$ cat config.mk
export PLATFORM = sky130hd
export DESIGN_NAME = sign_ext_accum
export DESIGN_NICKNAME = d
export VERILOG_FILES = /design/src/rtl/sign_ext_pkg.sv /design/src/rtl/sign_ext_unit.sv /design/src/rtl/sign_ext_accum.sv
export SDC_FILE = /design/constraint.sdc
export NUM_CORES = 1
export LEC_CHECK = 0
export CORE_MARGIN = 5
export CORE_UTILIZATION = 49
export DETAILED_ROUTE_END_ITERATION = 6
export GPL_ROUTABILITY_DRIVEN = 0
export PLACE_DENSITY = 0.77
export SLEW_MARGIN = 20
export SYNTH_ARGS = -nofsm -noshare
export SYNTH_HDL_FRONTEND = slang
export SYNTH_SLANG_ARGS = --single-unit
$ cat constraint.sdc
create_clock -name clk -period 2.3 [get_ports clk]
set_clock_uncertainty 0.2 [all_clocks]
set_input_delay 0.23 -clock clk [delete_from_list [all_inputs] [get_ports clk]]
set_output_delay 0.23 -clock clk [all_outputs]
set_load 0.02 [all_outputs]
$ cat src/rtl/sign_ext_pkg.sv
// -----------------------------------------------------------------------------
// sign_ext_pkg
//   Shared definitions for the sign-extending group accumulator.
//   - state_t   : controller states (ACC collects samples, HOLD presents a sum)
//   - cnt_width : width of the per-group sample counter, at least one bit
//   - ext_fn    : sign or zero extension of an IN_W-bit value; the result is
//                 returned in a fixed EXT_MAX_W container so a single function
//                 serves every IN_W/OUT_W pairing (callers truncate to OUT_W)
// -----------------------------------------------------------------------------
package sign_ext_pkg;

  typedef enum logic {
    ACC  = 1'b0,
    HOLD = 1'b1
  } state_t;

  // Widest extension result supported by ext_fn.
  localparam int EXT_MAX_W = 64;

  function automatic int cnt_width(input int count);
    return (count > 1) ? $clog2(count) : 1;
  endfunction

  // Bits below in_w are copied; every bit above is the fill bit, which is the
  // sample's MSB for a signed sample and zero otherwise. With in_w equal to
  // the caller's output width the fill bits are all truncated away, so the
  // sample passes through unchanged.
  function automatic logic [EXT_MAX_W-1:0] ext_fn(
    input logic [EXT_MAX_W-1:0] data,
    input logic                 is_signed,
    input int                   in_w
  );
    logic [EXT_MAX_W-1:0] res;
    logic                 msb;
    msb = 1'b0;
    for (int i = 0; i < EXT_MAX_W; i++) begin
      if (i == in_w - 1) msb = data[i];
    end
    for (int i = 0; i < EXT_MAX_W; i++) begin
      res[i] = (i < in_w) ? data[i] : (is_signed & msb);
    end
    return res;
  endfunction

endpackage

$ cat src/rtl/sign_ext_unit.sv
// -----------------------------------------------------------------------------
// sign_ext_unit
//   Purely combinational extender: widens an IN_W-bit sample to OUT_W bits,
//   sign-extending when in_signed is set and zero-extending otherwise.
//   OUT_W must not exceed sign_ext_pkg::EXT_MAX_W.
//
//   Ports
//     in_data   [IN_W-1:0]   sample
//     in_signed              1 = sign-extend, 0 = zero-extend
//     ext       [OUT_W-1:0]  extended sample
// -----------------------------------------------------------------------------
module sign_ext_unit
  import sign_ext_pkg::*;
#(
  parameter int IN_W  = 2,
  parameter int OUT_W = 4
) (
  input  logic [IN_W-1:0]  in_data,
  input  logic             in_signed,
  output logic [OUT_W-1:0] ext
);

  assign ext = OUT_W'(ext_fn(EXT_MAX_W'(in_data), in_signed, IN_W));

endmodule

$ cat src/rtl/sign_ext_accum.sv
// -----------------------------------------------------------------------------
// sign_ext_accum
//   Extends each accepted sample to OUT_W bits (sign or zero extension chosen
//   per sample), sums COUNT samples modulo 2^OUT_W and offers the group sum
//   on a valid/ready output. While a sum waits to be taken no new sample is
//   accepted, except in the cycle the sum is taken, where the incoming sample
//   starts the next group.
//
//   Parameters
//     IN_W   sample width (>= 1)
//     OUT_W  extended / accumulator width (>= IN_W, <= 64)
//     COUNT  samples per group (>= 1)
//
//   Ports
//     clk        rising-edge clock
//     rst        asynchronous, active-high reset
//     clear      synchronous discard of the partial group (wins over accept)
//     in_data    sample
//     in_signed  1 = sign-extend in_data, 0 = zero-extend
//     in_valid   sample present
//     in_ready   sample is accepted this cycle when in_valid is high
//     out_data   group sum, two's complement, wraps modulo 2^OUT_W
//     out_valid  out_data holds a completed sum
//     out_ready  downstream takes out_data
// -----------------------------------------------------------------------------
module sign_ext_accum
  import sign_ext_pkg::*;
#(
  parameter int IN_W  = 2,
  parameter int OUT_W = 4,
  parameter int COUNT = 4
) (
  input  logic             clk,
  input  logic             rst,
  input  logic             clear,
  input  logic [IN_W-1:0]  in_data,
  input  logic             in_signed,
  input  logic             in_valid,
  output logic             in_ready,
  output logic [OUT_W-1:0] out_data,
  output logic             out_valid,
  input  logic             out_ready
);

  localparam int             CNT_W    = cnt_width(COUNT);
  localparam logic [CNT_W-1:0] CNT_LAST = CNT_W'(COUNT - 1);
  localparam logic [CNT_W-1:0] CNT_ONE  = CNT_W'(1);

  state_t             state, state_nxt;
  logic [OUT_W-1:0]   acc, acc_nxt;
  logic [CNT_W-1:0]   cnt, cnt_nxt;
  logic [OUT_W-1:0]   out_data_nxt;
  logic [OUT_W-1:0]   ext;
  logic [OUT_W-1:0]   sum;
  logic               accept;

  sign_ext_unit #(
    .IN_W  (IN_W),
    .OUT_W (OUT_W)
  ) u_ext (
    .in_data   (in_data),
    .in_signed (in_signed),
    .ext       (ext)
  );

  // HOLD only lets a sample in during the cycle the pending sum is taken.
  // Both terms come from registered state or out_ready, never from in_valid.
  assign in_ready  = (state == ACC) || ((state == HOLD) && out_ready);
  assign out_valid = (state == HOLD);
  assign accept    = in_valid && in_ready;

  // Natural OUT_W-bit truncation gives the required modulo-2^OUT_W wrap.
  assign sum = acc + ext;

  // NOTE: every next-state variable is given its hold value before the case
  // statement, so no path through the block leaves one unassigned and no
  // latch can be inferred.
  always_comb begin
    state_nxt    = state;
    acc_nxt      = acc;
    cnt_nxt      = cnt;
    out_data_nxt = out_data;

    unique case (state)
      ACC: begin
        if (clear) begin
          // clear outranks accept: a sample offered now is dropped even
          // though in_ready reads 1.
          acc_nxt = '0;
          cnt_nxt = '0;
        end else if (accept) begin
          if (cnt == CNT_LAST) begin
            out_data_nxt = sum;
            acc_nxt      = '0;
            cnt_nxt      = '0;
            state_nxt    = HOLD;
          end else begin
            acc_nxt = sum;
            cnt_nxt = cnt + CNT_ONE;
          end
        end
      end

      HOLD: begin
        // acc and cnt are already zero here: they are cleared on entry and
        // nothing accumulates while a sum is pending.
        if (out_ready) begin
          state_nxt = ACC;
          if (accept && !clear) begin
            if (COUNT == 1) begin
              // A single-sample group completes in the release cycle, so
              // the sum is replaced and out_valid never drops.
              out_data_nxt = ext;
              state_nxt    = HOLD;
            end else begin
              acc_nxt = ext;
              cnt_nxt = CNT_ONE;
            end
          end
        end
      end

      default: state_nxt = ACC;
    endcase
  end

  // NOTE: sequential state is written with non-blocking assignments only, so
  // every register samples the pre-edge values of the others.
  always_ff @(posedge clk or posedge rst) begin
    if (rst) begin
      state    <= ACC;
      acc      <= '0;
      cnt      <= '0;
      out_data <= '0;
    end else begin
      state    <= state_nxt;
      acc      <= acc_nxt;
      cnt      <= cnt_nxt;
      out_data <= out_data_nxt;
    end
  end

endmodule

==> flow_summary.toml <==
[outcome]
run_status = "finished, final reports clean"

[setup_path]
endpoint_kind = "output port"
reg2reg_from = "acc[2]"
critPathArrivalTime_ns = 1.63
worst_path_dominant_cell_family = "buffers and inverters"
critPathRequiredTime_ns = 1.87
cpMaxStageDelayCell = "clkdlybuf4s50_1"
crit_fanout = 11
worst_setup_path_start_kind = "flip-flop"
cp.buffers_inverters = 1
r2r.worst_path.cells = 5
ff2ff_setup_slack_ns = 0.55
crit-reg2reg-capture = "acc[3]"
worstPathCellList = "nand2b_1 > clkdlybuf4s50_1"
critPathKind = "reg2out"
crit_path_max_incr_delay_ns = 0.62

[final_layout]
syn_to_final_growth_pct = 24.5
final_core_density_pct = 65.4
mostFrequentLayoutCell = "clkdlybuf4s50_1"
post_route_cells_drive_above_1_share_pct = 14.9
fillCellCount = 103
nNetsFinal = 101
number_of_antenna_cells_inserted = 0
final_cell_mix = "13 x clkdlybuf4s50_1, 11 x dfrtp_1, 7 x a21oi_1, 6 x inv_1"

[grt]
grt-ovfl-total = 0
layer_with_the_highest_usage_after_global_routing = "met2"
grt_antenna_before_repair = 0
grt_use_met3_pct = 3.38
global_route.usage.met1_pct = 20.3
grt_pass1_vias = 543
grt_first_pass_wirelength_microns = 2370
groute.layer.met2.usage_pct = 23.5
grt_start_max_net_pins = 12
globalRouteTotalUtil_pct = 15.4

[cts]
h-tree-depth = 1
clock_path_buffers = 2
hold_fix_buffers_at_cts = 0
tritoncts = "done"
cts_post_setup_buffers_inserted = 0
tritoncts.num_buffers = 3
clk_root_buffer_cell = "clkbuf_4"
post_cts_resized = 0
clk_slew_on_worst_s_h_paths_ns = 0.07
worstSkewPairLatency_ns = 0.27
cts.sinks = 11

[pwr]
power.switching_mw = 0.201
share_clk_of_total_power_pct = 22.5
share_comb_of_total_power_pct = 35.8
pwr_density_cell_nw_per_um2 = 698
power.static_leakage_nw = 0.401
power.share.switching_pct = 33.1
sequential_fraction_of_design_power_pct = 41.7
cellInternalPower_mw = 0.407
vdd.ir_drop.worst_mv = 0.420

[routing]
routed_wire_length_per_instance_microns = 14.0
drt_pre_antenna_iters = 4
drt.antenna.violating_nets = 0
drc = 0
drt_iter0_markers = 14
wl_microns = 1430
via_count = 584
detail_route.vias_per_cell = 5.73

[synth]
yosys_warnings = 0
mappedNetlistArea_sq_um = 701
sequential_to_total_area_share_from_yosys_stat_pct = 39.3
ys_top_cells_by_area = "dfrtp_1 39%, ha_1 7.1%, a21oi_1 5.0%, mux2_4 4.3%, inv_1 3.2%"
syn-num-nets = 83
synth-seq-cells = 11
average_instance_area_after_synthesis_sq_um = 10.0
unique_cell_type_count_in_the_yosys_netlist = 30
ys.flop_type = "dfrtp_1"
synth.largest_area_cell = "dfrtp_1"
netlist_instances = 70
synthDominantCellAreaShare_pct = 39.3
synthArstFlopShare_pct = 100
synth_edf_count = 0

[placed_design]
io_buffer_count = 13
dp_hpwl_microns = 1090
dp_slack_ns = 0.0552

[floorplan]
coreArea_sq_um = 1330
io_pins = 14
design.die.area_sq_um = 2290
die_x_microns = 47.8
floorplan.initialDensity_pct = 52.5
rows = 13
chipHeight_microns = 47.8

[hold_path]
min_path_type = "in2async"

[sta]
fmaxAchievable_mhz = 485
final-setup-viol-count = 0
finalHoldViolations = 0
relSlewSlack_pct = 68.2
setup_total_negative_slack_ns = 0
setup_repair_after_global_routing_missed_its_margin = "no"
finalCritPeriodShare_pct = 89.6
pins_over_their_slew_limit = 0
setup_ws_ns = 0.240
max_slew.worst_pin.slew_ns = 0.477
period_needed_ns = 2.06

[job]
drv_cap = 0
power groups by stage:
stage | sequential (mW) | combinational, mW | clock (mW)
2_1_floorplan | 0.274 | 0.118 | 0
3_3_place_gp | 0.256 | 0.214 | 0
3_5_place_dp | 0.258 | 0.216 | 0
4_1_cts | 0.254 | 0.219 | 0.138
5_1_grt | 0.259 | 0.244 | 0.152
6_report | 0.254 | 0.218 | 0.137
through the flow:
stage               hold WS, ns  power, mW  area, sq um  cells
CTS                      0.0606      0.612          872    102
global route             0.0824      0.654          872    102
detailed placement        0.303      0.475          846     98
global placement          0.267      0.470          846     98
finish                   0.0490      0.608          872    102
floorplan                -0.118      0.393          701     70
cell families (layout without fill, tap and decap cells):
kind of cell / Yosys count / in the layout / synth area share [%]
adders and majority gates: 5 / 5 / 10.0
buffers and inverters: 7 / 24 / 4.82
and+or+nand+nor: 23 / 23 / 20.2
AOI/OAI and AO/OA: 21 / 21 / 20.2
xor gates and xnor gates: 1 / 1 / 1.25
DFF: 11 / 11 / 39.3
muxes: 2 / 2 / 4.29
cells in the mapped netlist, drive strengths merged, types with 2 or more instances:
library cell	n
a21oi	9
a22oi	2
a31oi	2
dfrtp	11
ha	4
inv	6
mux2	2
nand2	5
nand2b	3
nand3	3
nor2	6
o21ai	3
state kept, by name (all words and copies together) (netlist names):
name	flops
cnt	2
acc	4
out_valid	1
out_data	4
worst reg2reg max path, delay by kind of cell, from the launching register on:
kind	cells	cell delay, ns
compound gates	4	0.71
fa+ha+maj	1	0.35
flops	1	0.38
per-layer routing:
| metal | wire (microns) | part of all wire, % |
|---|---|---|
| met1 | 644 | 45 |
| met3 | 92 | 6.4 |
| met5 | 0 | 0 |
| met2 | 651 | 46 |
| met4 | 38 | 2.7 |
cell type report:
cell class / instances / area, sq um / area share (%)
multi-input combinational: 52 / 392 / 44.9
sequential: 11 / 275 / 31.6
timing repair buffer: 14 / 138 / 15.8
clock buffer: 4 / 26.3 / 3.01
inverter: 6 / 22.5 / 2.58
tap: 15 / 18.8 / 2.15
how the worst max path moves through the flow:
stage,slack (ns),startpoint,end,depth (start not counted)
floorplan,0.67,in_signed,acc[3],7
detailed placement,0.06,in_data[1],acc[3],8
global route,0.17,in_data[1],acc[3],8
global placement,0.11,in_data[1],acc[3],8
CTS,0.24,out_valid,in_ready,2
finish,0.24,out_valid,in_ready,2
Note: power is estimated with default switching activity, not from simulation.
